[src/rtl/pipeline_control_pkg.sv]
// Shared types and defaults for the pipeline hazard controller and its forwarding helpers.
package pipeline_control_pkg;

  typedef enum logic [1:0] {
    RUN      = 2'b00,
    MEM_WAIT = 2'b01,
    ERROR    = 2'b10
  } hazard_state_t;

  typedef enum logic [1:0] {
    FWD_REGFILE   = 2'b00,
    FWD_WRITEBACK = 2'b01,
    FWD_MEMORY    = 2'b10
  } forward_sel_t;

  localparam int unsigned DEFAULT_MEM_TIMEOUT = 16;

endpackage

[src/rtl/forwarding_select.sv]
// Operand bypass selection for one decode source register; the memory stage wins over write-back.
module forwarding_select
  import pipeline_control_pkg::*;
(
  input  logic [4:0] source_reg,
  input  logic [4:0] mem_rd,
  input  logic       mem_write,
  input  logic [4:0] wb_rd,
  input  logic       wb_write,
  output logic [1:0] select
);

  always_comb begin
    select = FWD_REGFILE;
    if (mem_write && (mem_rd != 5'd0) && (mem_rd == source_reg)) begin
      select = FWD_MEMORY;
    end else if (wb_write && (wb_rd != 5'd0) && (wb_rd == source_reg)) begin
      select = FWD_WRITEBACK;
    end
  end

endmodule

[src/rtl/pipeline_hazard_controller.sv]
// Pipeline hazard control: memory-wait freeze with timeout, branch flush, load-use stall,
// operand forwarding and saturating performance counters.
module pipeline_hazard_controller
  import pipeline_control_pkg::*;
#(
  parameter int unsigned MEM_TIMEOUT = DEFAULT_MEM_TIMEOUT,
  parameter int unsigned COUNT_WIDTH = 16
) (
  input  logic                   clock,
  input  logic                   reset,
  input  logic [4:0]             decodeRs1,
  input  logic [4:0]             decodeRs2,
  input  logic                   decodeUsesRs1,
  input  logic                   decodeUsesRs2,
  input  logic [4:0]             executeRd,
  input  logic                   executeMemoryRead,
  input  logic                   executeBranchTaken,
  input  logic [4:0]             memoryRd,
  input  logic                   memoryRegisterWrite,
  input  logic                   memoryAccess,
  input  logic                   memoryReady,
  input  logic [4:0]             writeBackRd,
  input  logic                   writeBackRegisterWrite,
  output logic                   pcWriteEnable,
  output logic                   fetchDecodeWriteEnable,
  output logic                   decodeExecuteWriteEnable,
  output logic                   executeMemoryWriteEnable,
  output logic                   fetchDecodeFlush,
  output logic                   decodeExecuteFlush,
  output logic                   memoryWriteBackBubble,
  output logic                   pcSelectJump,
  output logic [1:0]             forwardA,
  output logic [1:0]             forwardB,
  output logic                   hazardError,
  output logic [COUNT_WIDTH-1:0] stallCycles,
  output logic [COUNT_WIDTH-1:0] flushEvents,
  output logic [COUNT_WIDTH-1:0] freezeCycles
);

  localparam int unsigned WAIT_W = $clog2(MEM_TIMEOUT + 1);

  hazard_state_t     state;
  hazard_state_t     state_eff;
  logic [WAIT_W-1:0] wait_count;
  logic              frozen;
  logic              branch_flush;
  logic              load_use;
  logic              rs_match;

  // Outputs are decoded as if already in RUN during the reset cycle.
  always_comb state_eff = reset ? RUN : state;

  always_comb begin
    frozen = 1'b0;
    case (state_eff)
      RUN:      frozen = memoryAccess && !memoryReady;
      MEM_WAIT: frozen = !memoryReady;
      ERROR:    frozen = 1'b1;
      default:  frozen = 1'b0;
    endcase
  end

  always_comb begin
    rs_match = ((executeRd == decodeRs1) && decodeUsesRs1) ||
               ((executeRd == decodeRs2) && decodeUsesRs2);
    branch_flush = !frozen && executeBranchTaken;
    load_use     = !frozen && !executeBranchTaken && executeMemoryRead &&
                   (executeRd != 5'd0) && rs_match;
  end

  always_comb begin
    pcWriteEnable            = 1'b1;
    fetchDecodeWriteEnable   = 1'b1;
    decodeExecuteWriteEnable = 1'b1;
    executeMemoryWriteEnable = 1'b1;
    fetchDecodeFlush         = 1'b0;
    decodeExecuteFlush       = 1'b0;
    memoryWriteBackBubble    = 1'b0;
    pcSelectJump             = 1'b0;
    if (frozen) begin
      pcWriteEnable            = 1'b0;
      fetchDecodeWriteEnable   = 1'b0;
      decodeExecuteWriteEnable = 1'b0;
      executeMemoryWriteEnable = 1'b0;
      memoryWriteBackBubble    = 1'b1;
    end else if (branch_flush) begin
      pcSelectJump       = 1'b1;
      fetchDecodeFlush   = 1'b1;
      decodeExecuteFlush = 1'b1;
    end else if (load_use) begin
      pcWriteEnable          = 1'b0;
      fetchDecodeWriteEnable = 1'b0;
      decodeExecuteFlush     = 1'b1;
    end
  end

  always_comb hazardError = (state_eff == ERROR);

  always_ff @(posedge clock) begin
    if (reset) begin
      state        <= RUN;
      wait_count   <= '0;
      stallCycles  <= '0;
      flushEvents  <= '0;
      freezeCycles <= '0;
    end else begin
      case (state)
        RUN: begin
          if (memoryAccess && !memoryReady) begin
            state      <= MEM_WAIT;
            wait_count <= WAIT_W'(1);
          end
        end
        MEM_WAIT: begin
          if (memoryReady) begin
            state      <= RUN;
            wait_count <= '0;
          end else if (wait_count == WAIT_W'(MEM_TIMEOUT)) begin
            state <= ERROR;
          end else begin
            wait_count <= wait_count + WAIT_W'(1);
          end
        end
        ERROR:   state <= ERROR;
        default: state <= RUN;
      endcase
      if (load_use && (stallCycles != '1))
        stallCycles <= stallCycles + COUNT_WIDTH'(1);
      if (branch_flush && (flushEvents != '1))
        flushEvents <= flushEvents + COUNT_WIDTH'(1);
      if (frozen && (freezeCycles != '1))
        freezeCycles <= freezeCycles + COUNT_WIDTH'(1);
    end
  end

  forwarding_select u_forward_a (
    .source_reg (decodeRs1),
    .mem_rd     (memoryRd),
    .mem_write  (memoryRegisterWrite),
    .wb_rd      (writeBackRd),
    .wb_write   (writeBackRegisterWrite),
    .select     (forwardA)
  );

  forwarding_select u_forward_b (
    .source_reg (decodeRs2),
    .mem_rd     (memoryRd),
    .mem_write  (memoryRegisterWrite),
    .wb_rd      (writeBackRd),
    .wb_write   (writeBackRegisterWrite),
    .select     (forwardB)
  );

endmodule

[config.mk]
export PLATFORM = sky130hd
export DESIGN_NAME = pipeline_hazard_controller
export DESIGN_NICKNAME = d
export VERILOG_FILES = /design/src/rtl/pipeline_control_pkg.sv /design/src/rtl/forwarding_select.sv /design/src/rtl/pipeline_hazard_controller.sv
export SDC_FILE = /design/constraint.sdc
export NUM_CORES = 1
export LEC_CHECK = 0
export CAP_MARGIN = 10
export CORE_MARGIN = 5
export CORE_UTILIZATION = 55
export DETAILED_ROUTE_END_ITERATION = 10
export DONT_BUFFER_PORTS = 1
export PLACE_DENSITY_LB_ADDON = 0.12
export RECOVER_POWER = 25
export SYNTH_ARGS = -nofsm -noshare
export SYNTH_HDL_FRONTEND = slang
export SYNTH_SLANG_ARGS = --single-unit
[constraint.sdc]
create_clock -name clock -period 2.3 [get_ports clock]
set_input_delay 0.46 -clock clock [delete_from_list [all_inputs] [get_ports clock]]
set_output_delay 0.46 -clock clock [all_outputs]
set_load 0.1 [all_outputs]
### After elaboration in Yosys (flattened, before gate mapping)

Cells that the tools add are included.

* register bits after elaboration: 55
* input bits: 35
* output and inout bits: 61
* logic and storage cells: 79

* $add $sub $neg: 4
* equal/unequal tests: 17
* multiplexer cells: 24
* reduce and logical (&&, ||, !) cells: 29

Operators with widths (number)
* $add A16 B1 Y16 const B: 3
* $ne A16 B16 Y1 const B: 3
* $eq A5 B5 Y1: 6
* $logic_and A1 B1 Y1: 17
* $mux W5: 3
* $reduce_bool A5 Y1: 3
* $mux W1: 12
* $mux W2: 6
* $pmux W5 S2: 1
* $ne A3 B3 Y1 const B: 2
* $pmux W2 S3: 1
* $add A5 B1 Y5 const B: 1
* $eq A5 B5 Y1 const B: 1
* $eq A2 B1 Y1 const B: 2
* $eq A2 B2 Y1 const B: 2
* $logic_not A2 Y1: 2
* $logic_not A1 Y1: 3
* $pmux W1 S3: 1
* $reduce_and A3 Y1: 1
* $ne A2 B2 Y1 const B: 1
* $reduce_and A2 Y1: 1
* $reduce_bool A2 Y1: 1
* $logic_or A1 B1 Y1: 1

### Longest topological paths before layout

Gate-level depths: netlist of the first run.

* depth in word-level cells: 11
* depth in mapped cells: 10
* depth with buffers taken out: 7

### Modules after synthesis

A second synthesis of the first run with hierarchy kept.

* cell total of the unflattened synthesis: 428
* area total of the unflattened synthesis: 3479.6 µm²

Modules (own cells, without submodules)
* pipeline_hazard_controller: times used 1, cells an instance 388, area each 3176.8 µm², sequential area each 1101.1 µm²
* forwarding_select: times used 2, cells an instance 20, area each 151.4 µm², sequential area each 0.0 µm²

### Worst setup path before layout of the first run

Ideal clock, no wire load.

* kind: input port to output port
* start point: input port memoryRd[4]
* end point: output port forwardA[0]
* arrival time: 5.663 ns
* data required time: 1.840 ns
* slack: -3.823 ns
* stages: 4
* buffers on the path: 0
* path through: xnor2_1 -> nand3_1 -> nor4_1 -> nor4_1

* longest elaborated chain between the ends: 4
* elaborated cells on any way between the ends: 5
* those cells by class: eq/ne (1); mux (1); reduce/logical (3)

Ends and longest elaborated chain
* start, declared: RTL line pipeline_hazard_controller.sv:18 `input logic [4:0] memoryRd,`
* $reduce_bool A5 Y1: RTL line forwarding_select.sv:15 `if (mem_write && (mem_rd != 5'd0) && (mem_rd == source_reg)) begin`
* $logic_and A1 B1 Y1: RTL line forwarding_select.sv:15
* $logic_and A1 B1 Y1 (*): RTL line forwarding_select.sv:15
* $mux W2 (*): RTL line forwarding_select.sv:15
* end, declared: RTL line pipeline_hazard_controller.sv:32 `output logic [1:0] forwardA,`

Every way passes the cells marked *; elsewhere a longest branch is shown, timed or not.

### Worst setup path in the final report of the first run

* start point: input port writeBackRd[3]
* end point: output port forwardA[0]

* longest elaborated chain between the ends: 5
* elaborated cells on any way between the ends: 6
* those cells by class: eq/ne (1); mux (2); reduce/logical (3)

Ends and longest elaborated chain
* start, declared: RTL line pipeline_hazard_controller.sv:22 `input logic [4:0] writeBackRd,`
* $reduce_bool A5 Y1: RTL line forwarding_select.sv:17 `end else if (wb_write && (wb_rd != 5'd0) && (wb_rd == source_reg)) begin`
* $logic_and A1 B1 Y1: RTL line forwarding_select.sv:17
* $logic_and A1 B1 Y1 (*): RTL line forwarding_select.sv:17
* $mux W1 (*): RTL line forwarding_select.sv:17
* $mux W2 (*): RTL line forwarding_select.sv:15

Marks and branches as above.

==> results.toml, run 1 <==
[placed_design]
io_buffers = 0
post-dp-hpwl_mm = 7.139
gp_congestion = 0.9786
dp_cells = 534

[synthesis]
synth_area_leader_cell = "dfxtp_1"
seq_area_frac_synth_pct = 31.83
synth_fp_nets = 458
async_flop_share_pct = 0
synthTopCellsByArea = "dfxtp_1, or4_1, xor2_1"
synth_edf_count = 0
syn-instance-count = 418
netlist-cell-type-count = 50
ys.flop_type = "dfxtp_1"
synth.top_cell.area_share_pct = 31.83
synth_area_mm2 = 0.003460
yosys_warnings = 0
ys_seq_elements = 55
syn_avg_cell_area_um2 = 8.276

[route]
routed_via_density = 6.231
num_vias = 3396
final_antenna_net_count = 0
drt_iter0_drc = 133
detail_route.wl_per_cell_um = 17.12
drtPass1Iterations = 4
drt-total-wl_mm = 9.332
drcViolationCount = 0

[floorplanning]
dieArea_mm2 = 0.007976
ios = 96
die_y_um = 89.31
core-area_mm2 = 0.006026
dieWidth_um = 89.31
rows = 28
initial_core_util_pct = 57.41

[setup_path]
arrival_ns = 1.77
critPathLaunchType = "input port"
cp.required_ns = 1.84
critPathKind = "in -> out"
endpoint_kind = "primary output"
critPathMaxFanout = 3

[global_route]
antenna_found_initial = 0
grt_pass1_wl_mm = 15.43
met2_usage_pct = 42.67
grt.met3_usage_pct = 5.530
track_usage_pct = 23.90
grt-ovfl-total = 0
grt_max_degree = 72
first_global_vias = 3251
grt-busiest-layer = "met2"
grt_use_met1_pct = 29.23

[timing]
worst_slew_pin_slew_ns = 0.8213
fin_hold_ws_ns = 0.2019
fmax_mhz = 448.1
fin_skew_ns = 0.01316
drv_slew = 0
fin_crit_ns = 2.231
finalSetupViolCount = 0
rsz0062_at_grt = "false"
maxSlewHeadroom_pct = 44.78
min_period_over_period_pct = 97.02
hold_viol_final = 0

[clock_tree]
clock_sinks = 55
clk_pin_slew_ns = 0.10
root_buffer = "clkbuf_8"
clk_path_buf_depth = 2
holdBufCountCts = 0
clock_latency_ns = 0.31
cts_buffers = 5
cts_tree = "done"
cts.htree.levels = 2

[layout]
nets = 509
multi_input_area_mm2 = 0.002361
layout.cells.non_filler = 545
areaGrowthSynthToFinish_pct = 24.59
seqCellArea_mm2 = 0.001151
drive_above_1_share_pct = 33.19
antenna_cells = 0
nFillCells = 488

[power]
powerDensity_mw_per_mm2 = 447.3
p_leak_nw = 1.534
ir_worst_vdd_uv = 408.0

[outcome]
outcome = "finished clean"

[hold_path]
hold_path_class = "in -> reg"

[job]
maxCapViolCount = 0
[critical path, stage by stage]
cell and delay, ns:
or4_1 0.08, o21ai_0 0.08, or4_1 0.58, nor4_4 0.35
buf_12 0.21
[power breakdown]
group	leakage (nW)	switching [mW]	internal [mW]
clock network	0.0484	0.323	0.248
registers	0.463	0.00736	0.958
logic	1.02	0.260	0.132
total	1.53	0.590	1.34
[synthesized netlist by cell type (3+ instances only)]
library cell and instances:
a211oi_1 3, a21oi_1 37, and2_1 5, and3_1 7
and4_1 3, buf_2 8, buf_4 4, buf_6 3
clkbuf_1 10, dfxtp_1 55, ha_1 5, inv_1 9
mux2_2 13, mux2i_1 3, nand2_1 18, nand2b_1 6
nand3_1 26, nand3b_1 3, nand4_1 8, nor2_1 28
nor2b_1 12, nor3_1 5, nor4_1 15, o21ai_0 9
o31ai_1 24, o41ai_1 4, or3_1 6, or4_1 32
xnor2_1 11, xor2_1 23
[timing repair]
item                       4_1_cts  5_1_grt
gates cloned                     0        0
pin swaps                        1        1
buffers inserted                 2        1
gates resized for setup          2        0
setup endpoints to repair        8        1
[sequential cells by signal, indices dropped and copies added (netlist names)]
signal        count
state             2
freezeCycles     16
wait_count        5
flushEvents      16
stallCycles      16
[worst paths after layout]
kind | startpoint | endpoint | slack (ns) | cells past startpoint
hold / removal | reset | freezeCycles[1]$_SDFFE_PP0P_ | 0.20 | 1
hold reg to reg | wait_count[1]$_SDFFE_PP0P_ | wait_count[1]$_SDFFE_PP0P_ | 0.50 | 2
setup reg to reg | flushEvents[0]$_SDFFE_PP0P_ | flushEvents[11]$_SDFFE_PP0P_ | 0.19 | 6
setup / recovery | writeBackRd[3] | forwardA[0] | 0.07 | 5
[cell type report]
class,count,share of cell area (%)
Clock buffer,7,2.003
Timing Repair Buffer,71,13.18
Sequential cell,55,26.71
Inverter,9,0.9579
Tap cell,75,2.177
Multi-Input combinational cell,327,54.77
Clock inverter,1,0.2032
[layout by cell type (no fill, tap or decap), types with 8 or more instances in the layout]
master and instances:
nand4_1 8, buf_4 37, o21ai_0 8, nand3_1 26, nor2_1 25, a21oi_1 37, nor2b_1 12, o31ai_1 24
buf_12 8, dfxtp_2 34, nand2_1 18, dfxtp_1 19, nor4_1 11, xor2_1 23, clkbuf_2 26, mux2_2 13
or4_1 31
[through the flow]
| stage | util [%] | setup TNS (ns) | worst slack (ns) | cell area (um2) | power, mW |
|---|---|---|---|---|---|
| after floorplan | - | -2.633 | -0.5784 | 3766 | 1.333 |
| after global placement | 70.56 | 0 | 0.06184 | 4252 | 1.364 |
| after detailed placement | 70.56 | 0 | 0.01794 | 4252 | 1.372 |
| after CTS | 72.49 | 0 | 0.05362 | 4368 | 1.950 |
| after global routing | 71.53 | 0 | 0.02259 | 4310 | 2.016 |
| final | 71.53 | 0 | 0.06857 | 4310 | 1.928 |
[logic make-up (layout without fill, tap and decap cells)]
group           Yosys count  after routing  synth area share (%)
buf+inv                  36             88                 5.280
mux                      16             16                 5.099
compound gates           86             86                 15.73
flops                    55             55                 31.83
xor+xnor                 34             34                 8.607
fa+ha+maj                 5              5                 1.808
simple gates            186            186                 31.65
[routing by layer]
metal,wire [um],share of wire (%)
met1,3817,41
met2,4868,52
met3,565,6.1
met4,80,0.86
met5,0,0
No activity file was read; power rests on OpenSTA's default activity.
==> run 2: changes to the inputs <==
--- a/config.mk
+++ b/config.mk
@@ -5,9 +5,10 @@
 export SDC_FILE = /design/constraint.sdc
 export NUM_CORES = 1
 export LEC_CHECK = 0
+export ABC_AREA = 1
 export CAP_MARGIN = 10
 export CORE_MARGIN = 5
-export CORE_UTILIZATION = 55
+export CORE_UTILIZATION = 51
 export DETAILED_ROUTE_END_ITERATION = 10
 export DONT_BUFFER_PORTS = 1
 export PLACE_DENSITY_LB_ADDON = 0.12
==> results.toml, run 2 <==
[outcome]
outcome = "finished clean"

[synthesis]
seq_area_frac_synth_pct = 29.17
ys.flop_type = "dfxtp_1"
syn_avg_cell_area_um2 = 6.508
synth_area_leader_cell = "dfxtp_1"
synthSimpleGateAreaFrac_pct = 39.58
synth_edf_count = 0
yosys.area_share.adder_pct = 1.657
synth_mux_area_share_pct = 0
syn-instance-count = 580
synth_area_mm2 = 0.003775
synth_compound_area_share_pct = 8.717
synth_common_cells = "nand2_1, nor2_1, inv_1"
synth.top_cell.area_share_pct = 29.17
synthTopCellsByArea = "dfxtp_1, nand2_1, nor2_1"
ys_seq_elements = 55
synth.most_common_cell = "nand2_1"
synth_fp_nets = 620
synth_top_family_by_area = "simple AND/OR/NAND/NOR gates"
async_flop_share_pct = 0
yosys_warnings = 0
synth-xor-area-share_pct = 10.90
netlist-cell-type-count = 35

[route]
final_antenna_net_count = 0
num_vias = 3793
drt_iter0_drc = 123
drtPass1Iterations = 4
drt-total-wl_mm = 9.527
drcViolationCount = 0
routed_via_density = 5.189
detail_route.wl_per_cell_um = 13.03

[job]
maxCapViolCount = 0

[power]
switching_power_mw = 0.6134
powerDensity_mw_per_mm2 = 425.1
p_seq_share_pct = 50.2
pwr-share-comb_pct = 20.0
ir_worst_vdd_uv = 285.6
pwr-share-clk_pct = 29.8
power.internal_mw = 1.320
p_sw_share_pct = 31.72
power.total_mw = 1.934
p_leak_nw = 1.864

[layout]
final_common_cell = "nand2_1"
top_regs = "flushEvents: 16 flops, freezeCycles: 16 flops, stallCycles: 16 flops"
areaGrowthSynthToFinish_pct = 20.48
nFillCells = 702
nets = 671
final_cell_mix = "nand2_1, nor2_1, inv_1, nand3_1, dfxtp_1"
antenna_cells = 0
seqCellArea_mm2 = 0.001121
post-route-util_pct = 63.04
multi_input_area_mm2 = 0.002454
drive_above_1_share_pct = 20.73

[timing]
fmax_mhz = 453.3
worst_slew_pin_slew_ns = 0.6169
fin_crit_ns = 2.206
maxSlewHeadroom_pct = 58.44
min_period_over_period_pct = 95.91
hold_viol_final = 0
rsz0062_at_grt = "false"
drv_slew = 0
finalSetupViolCount = 0
fin_skew_ns = 0.009633

[setup_path]
r2r_end = "stallCycles[15]$_SDFFE_PP0P_"
endpoint_kind = "primary output"
regToRegStartpoint = "stallCycles[1]$_SDFFE_PP0P_"
critPathLaunchType = "register"
reg2reg_depth = 9
cp.required_ns = 1.84
arrival_ns = 1.75
critPathKind = "reg -> out"
r2r_slack_ns = 0.22
critPathMaxFanout = 6

[hold_path]
hold_depth = 1
min_to = "freezeCycles[11]$_SDFFE_PP0P_"
hold_path_class = "in -> reg"
hp-start = "reset"

[global_route]
antenna_found_initial = 0
grt-ovfl-total = 0
grt_pass1_wl_mm = 16.01
first_global_vias = 3520
grt_max_degree = 39
track_usage_pct = 21.14

[floorplanning]
dieArea_mm2 = 0.009223
die_y_um = 96.04
dieWidth_um = 96.04
rows = 31
initial_core_util_pct = 52.32
core-area_mm2 = 0.007214
ios = 96

[clock_tree]
cts_buffers = 5
cts_tree = "done"
clock_sinks = 55
holdBufCountCts = 0
clock_latency_ns = 0.31
clk_path_buf_depth = 2
root_buffer = "clkbuf_8"
clk_pin_slew_ns = 0.10
cts.htree.levels = 2

[placed_design]
io_buffers = 0
post-dp-hpwl_mm = 7.312
gp_congestion = 0.9059
==> run 2: how the worst max path moves through the flow <==
stage	from	endpoint	slack, ns	depth (start not counted)
finish	state[1]$_SDFFE_PP0P_	fetchDecodeFlush	0.09	6
global route	stallCycles[1]$_SDFFE_PP0P_	stallCycles[15]$_SDFFE_PP0P_	0.008	9
CTS	state[0]$_SDFFE_PP0P_	fetchDecodeWriteEnable	0.04	7
detailed placement	reset	flushEvents[9]$_SDFFE_PP0P_	0.21	11
global placement	reset	flushEvents[9]$_SDFFE_PP0P_	0.26	11
floorplan	memoryRd[2]	forwardA[0]	-0.35	4
==> run 2: kinds of logic after synthesis <==
family / Yosys count
buf+inv: 87
compound gates: 55
fa+ha+maj: 5
xor+xnor: 47
flops: 55
simple gates: 331
==> run 2: worst max-delay path, cell delays in order (launching register included) <==
cell and delay (ns):
dfxtp_1 0.37, nand2_1 0.16, nand2_2 0.08, nand2_4 0.10
nand2_8 0.17, nor2_4 0.26, buf_12 0.28
==> run 2: power groups by stage <==
stage,Sequential (mW),Combinational (mW),Clock (mW)
global placement,0.992,0.389,0
floorplan,1.05,0.296,0
detailed placement,0.993,0.391,0
global route,0.972,0.414,0.634
CTS,0.971,0.393,0.599
finish,0.971,0.387,0.576
==> run 2: what timing repair did <==
item                                   in CTS  in global routing
endpoints found under the hold margin       0                  0
cloned                                      0                  0
setup endpoints to repair                   2                  3
setup buffers                               0                  0
pin swaps                                   0                  2
gates resized for setup                     1                  2
==> run 2: metal layers <==
| layer | share of wire (%) | routed length [um] | GRT usage (%) | vias up |
|---|---|---|---|---|
| li1 | - | - | - | 1970 |
| met1 | 43 | 4115 | 26.55 | 1733 |
| met2 | 49 | 4654 | 37.03 | 85 |
| met3 | 7.4 | 701 | 5.082 | 5 |
| met4 | 0.59 | 56 | 3.555 | 0 |
| met5 | 0 | 0 | 0 | - |
==> run 2: metrics by stage <==
step | hold slack, ns | cell area (um2) | setup slack [ns] | setup TNS [ns] | instances
floorplan | 0.4704 | 3989 | -0.3534 | -0.8416 | 580
CTS | 0.1883 | 4604 | 0.03952 | 0 | 731
detailed placement | 0.4905 | 4508 | 0.2111 | 0 | 723
global placement | 0.4828 | 4508 | 0.2594 | 0 | 723
finish | 0.2128 | 4548 | 0.09407 | 0 | 731
global route | 0.1767 | 4548 | 0.008095 | 0 | 731
==> run 2: area by class of cell <==
cell class | instances | share of cell area (%)
inverter | 69 | 6.080
timing repair buffer | 62 | 10.51
clock buffer | 7 | 1.898
clock inverter | 1 | 0.1926
tap | 99 | 2.724
multi-input combinational | 438 | 53.95
sequential | 55 | 24.65
==> run 3: changes to the inputs <==
--- a/config.mk
+++ b/config.mk
@@ -9,6 +9,7 @@
 export CAP_MARGIN = 10
 export CORE_MARGIN = 5
 export CORE_UTILIZATION = 51
+export CTS_BUF_LIST = sky130_fd_sc_hd__clkbuf_2
 export DETAILED_ROUTE_END_ITERATION = 10
 export DONT_BUFFER_PORTS = 1
 export PLACE_DENSITY_LB_ADDON = 0.12
==> results.toml, run 3 (synthesis results as in run 2) <==
[outcome]
outcome = "finished clean"

[floorplanning]
dieWidth_um = 96.04
ios = 96
rows = 31
initial_core_util_pct = 52.32
core-area_mm2 = 0.007214
die_y_um = 96.04
dieArea_mm2 = 0.009223

[route]
num_vias = 3846
drt_iter0_drc = 140
detail_route.wl_per_cell_um = 13.18
drtPass1Iterations = 4
final_antenna_net_count = 0
drt-total-wl_mm = 9.767
drcViolationCount = 0
routed_via_density = 5.190

[setup_path]
cp.required_ns = 1.84
arrival_ns = 1.84
crit_chain = "buf_4 > nand2_4 > nand2_4 > nand2_8 > nor2_4 > buf_12"
critPathMaxFanout = 6
crit_slowest_cell = "dfxtp_4"
cp_common_cell = "nand2_4"
critPathKind = "reg -> out"
crit_family = "simple AND/OR/NAND/NOR gates"
critPathBufInv = 2
endpoint_kind = "primary output"
critPathLaunchType = "register"
max_stage_delay_ns = 0.43

[timing]
min_period_over_period_pct = 99.85
fin_skew_ns = 0.02645
finalSetupViolCount = 0
hold_viol_final = 0
fmax_mhz = 435.4
worst_slew_pin_slew_ns = 0.7517
fin_tns_setup_ns = 0
fin_hold_ws_ns = 0.04441
drv_slew = 0
maxSlewHeadroom_pct = 49.55
fin_crit_ns = 2.297
rsz0062_at_grt = "true"
setup_slack_ns = 0.003379

[power]
powerDensity_mw_per_mm2 = 384.9
p_leak_nw = 1.891
power.total_mw = 1.768
ir_worst_vdd_uv = 246.9

[placed_design]
pre_cts_ws_ns = 0.2111
placement.cell_area_mm2 = 0.004508
io_buffers = 0
dp_cells = 723
post-dp-hpwl_mm = 7.312
gp_congestion = 0.9059

[clock_tree]
cts.htree.levels = 2
clk_pin_slew_ns = 0.28
cts_tree = "done"
clock_sinks = 55
clk_path_buf_depth = 2
clock_latency_ns = 0.44
holdBufCountCts = 2
cts_buffers = 5
root_buffer = "clkbuf_2"

[global_route]
grt.met3_usage_pct = 5.082
met2_usage_pct = 37.61
grt_max_degree = 35
antenna_found_initial = 0
grt_pass1_wl_mm = 16.35
grt_use_met1_pct = 27.36
first_global_vias = 3577
track_usage_pct = 21.66
grt-ovfl-total = 0
grt-busiest-layer = "met2"

[layout]
final_common_cell = "nand2_1"
antenna_cells = 0
final_cell_mix = "nand2_1, nor2_1, inv_1, buf_4, nand3_1"
layout.cells.non_filler = 741
design_area_mm2 = 0.004594
areaGrowthSynthToFinish_pct = 21.71
post-route-util_pct = 63.68
top_regs = "flushEvents: 16 flops, freezeCycles: 16 flops, stallCycles: 16 flops"
nets = 681
drive_above_1_share_pct = 21.81
nFillCells = 698

[job]
maxCapViolCount = 0

[hold_path]
hold_path_class = "in -> reg"
run 3: cell count changes in the layout (fill, tap and decap cells not counted), sizes merged:
cell         before  now
buf              37   49
clkbuf           32   27
dlygate4sd3       0    2
clkinv            1    2
run 3: routing by layer:
layer / vias up / part of all wire (%)
li1: 1988 / -
met1: 1761 / 44
met2: 95 / 49
met3: 2 / 7.3
met4: 0 / 0.31
met5: - / 0
run 3: worst register-to-register path, delay by kind of cell, from the launching register on:
| kind | cells | cell delay (ns) |
|---|---|---|
| flip-flops | 1 | 0.41 |
| buffers and inverters | 1 | 0.52 |
| AND/OR/NAND/NOR | 8 | 1.21 |
run 3: power breakdown:
| group | switching, mW | total, mW | leakage, nW | internal (mW) |
|---|---|---|---|---|
| logic | 0.286 | 0.405 | 1.41 | 0.119 |
| registers | 0.00739 | 0.974 | 0.452 | 0.966 |
| clock network | 0.310 | 0.389 | 0.0306 | 0.0789 |
| total | 0.604 | 1.77 | 1.89 | 1.16 |
run 3: final timing paths:
path | startpoint | to | slack, ns | cells after the start
setup / recovery | state[0]$_SDFFE_PP0P_ | fetchDecodeFlush | 0.003 | 6
hold / removal | reset | freezeCycles[3]$_SDFFE_PP0P_ | 0.04 | 1
setup reg to reg | stallCycles[2]$_SDFFE_PP0P_ | stallCycles[15]$_SDFFE_PP0P_ | 0.12 | 9
hold reg to reg | freezeCycles[3]$_SDFFE_PP0P_ | freezeCycles[3]$_SDFFE_PP0P_ | 0.52 | 2
run 3: timing repair:
action / 4_1_cts / 5_1_grt
setup buffers: 4 / 4
pin swaps: 7 / 7
gates resized for setup: 3 / 4
endpoints found under the hold margin: 5 / 21
endpoints found under the setup margin: 7 / 8
run 3: layout make-up:
cell class	count	area [um2]	share of cell area, %
Timing Repair Buffer	72	580.6	12.64
Clock inverter	2	12.51	0.2723
Multi-Input combinational cell	438	2444	53.19
Inverter	69	279.0	6.073
Clock buffer	6	30.03	0.6536
Sequential cell	55	1125	24.48
Tap cell	99	123.9	2.696
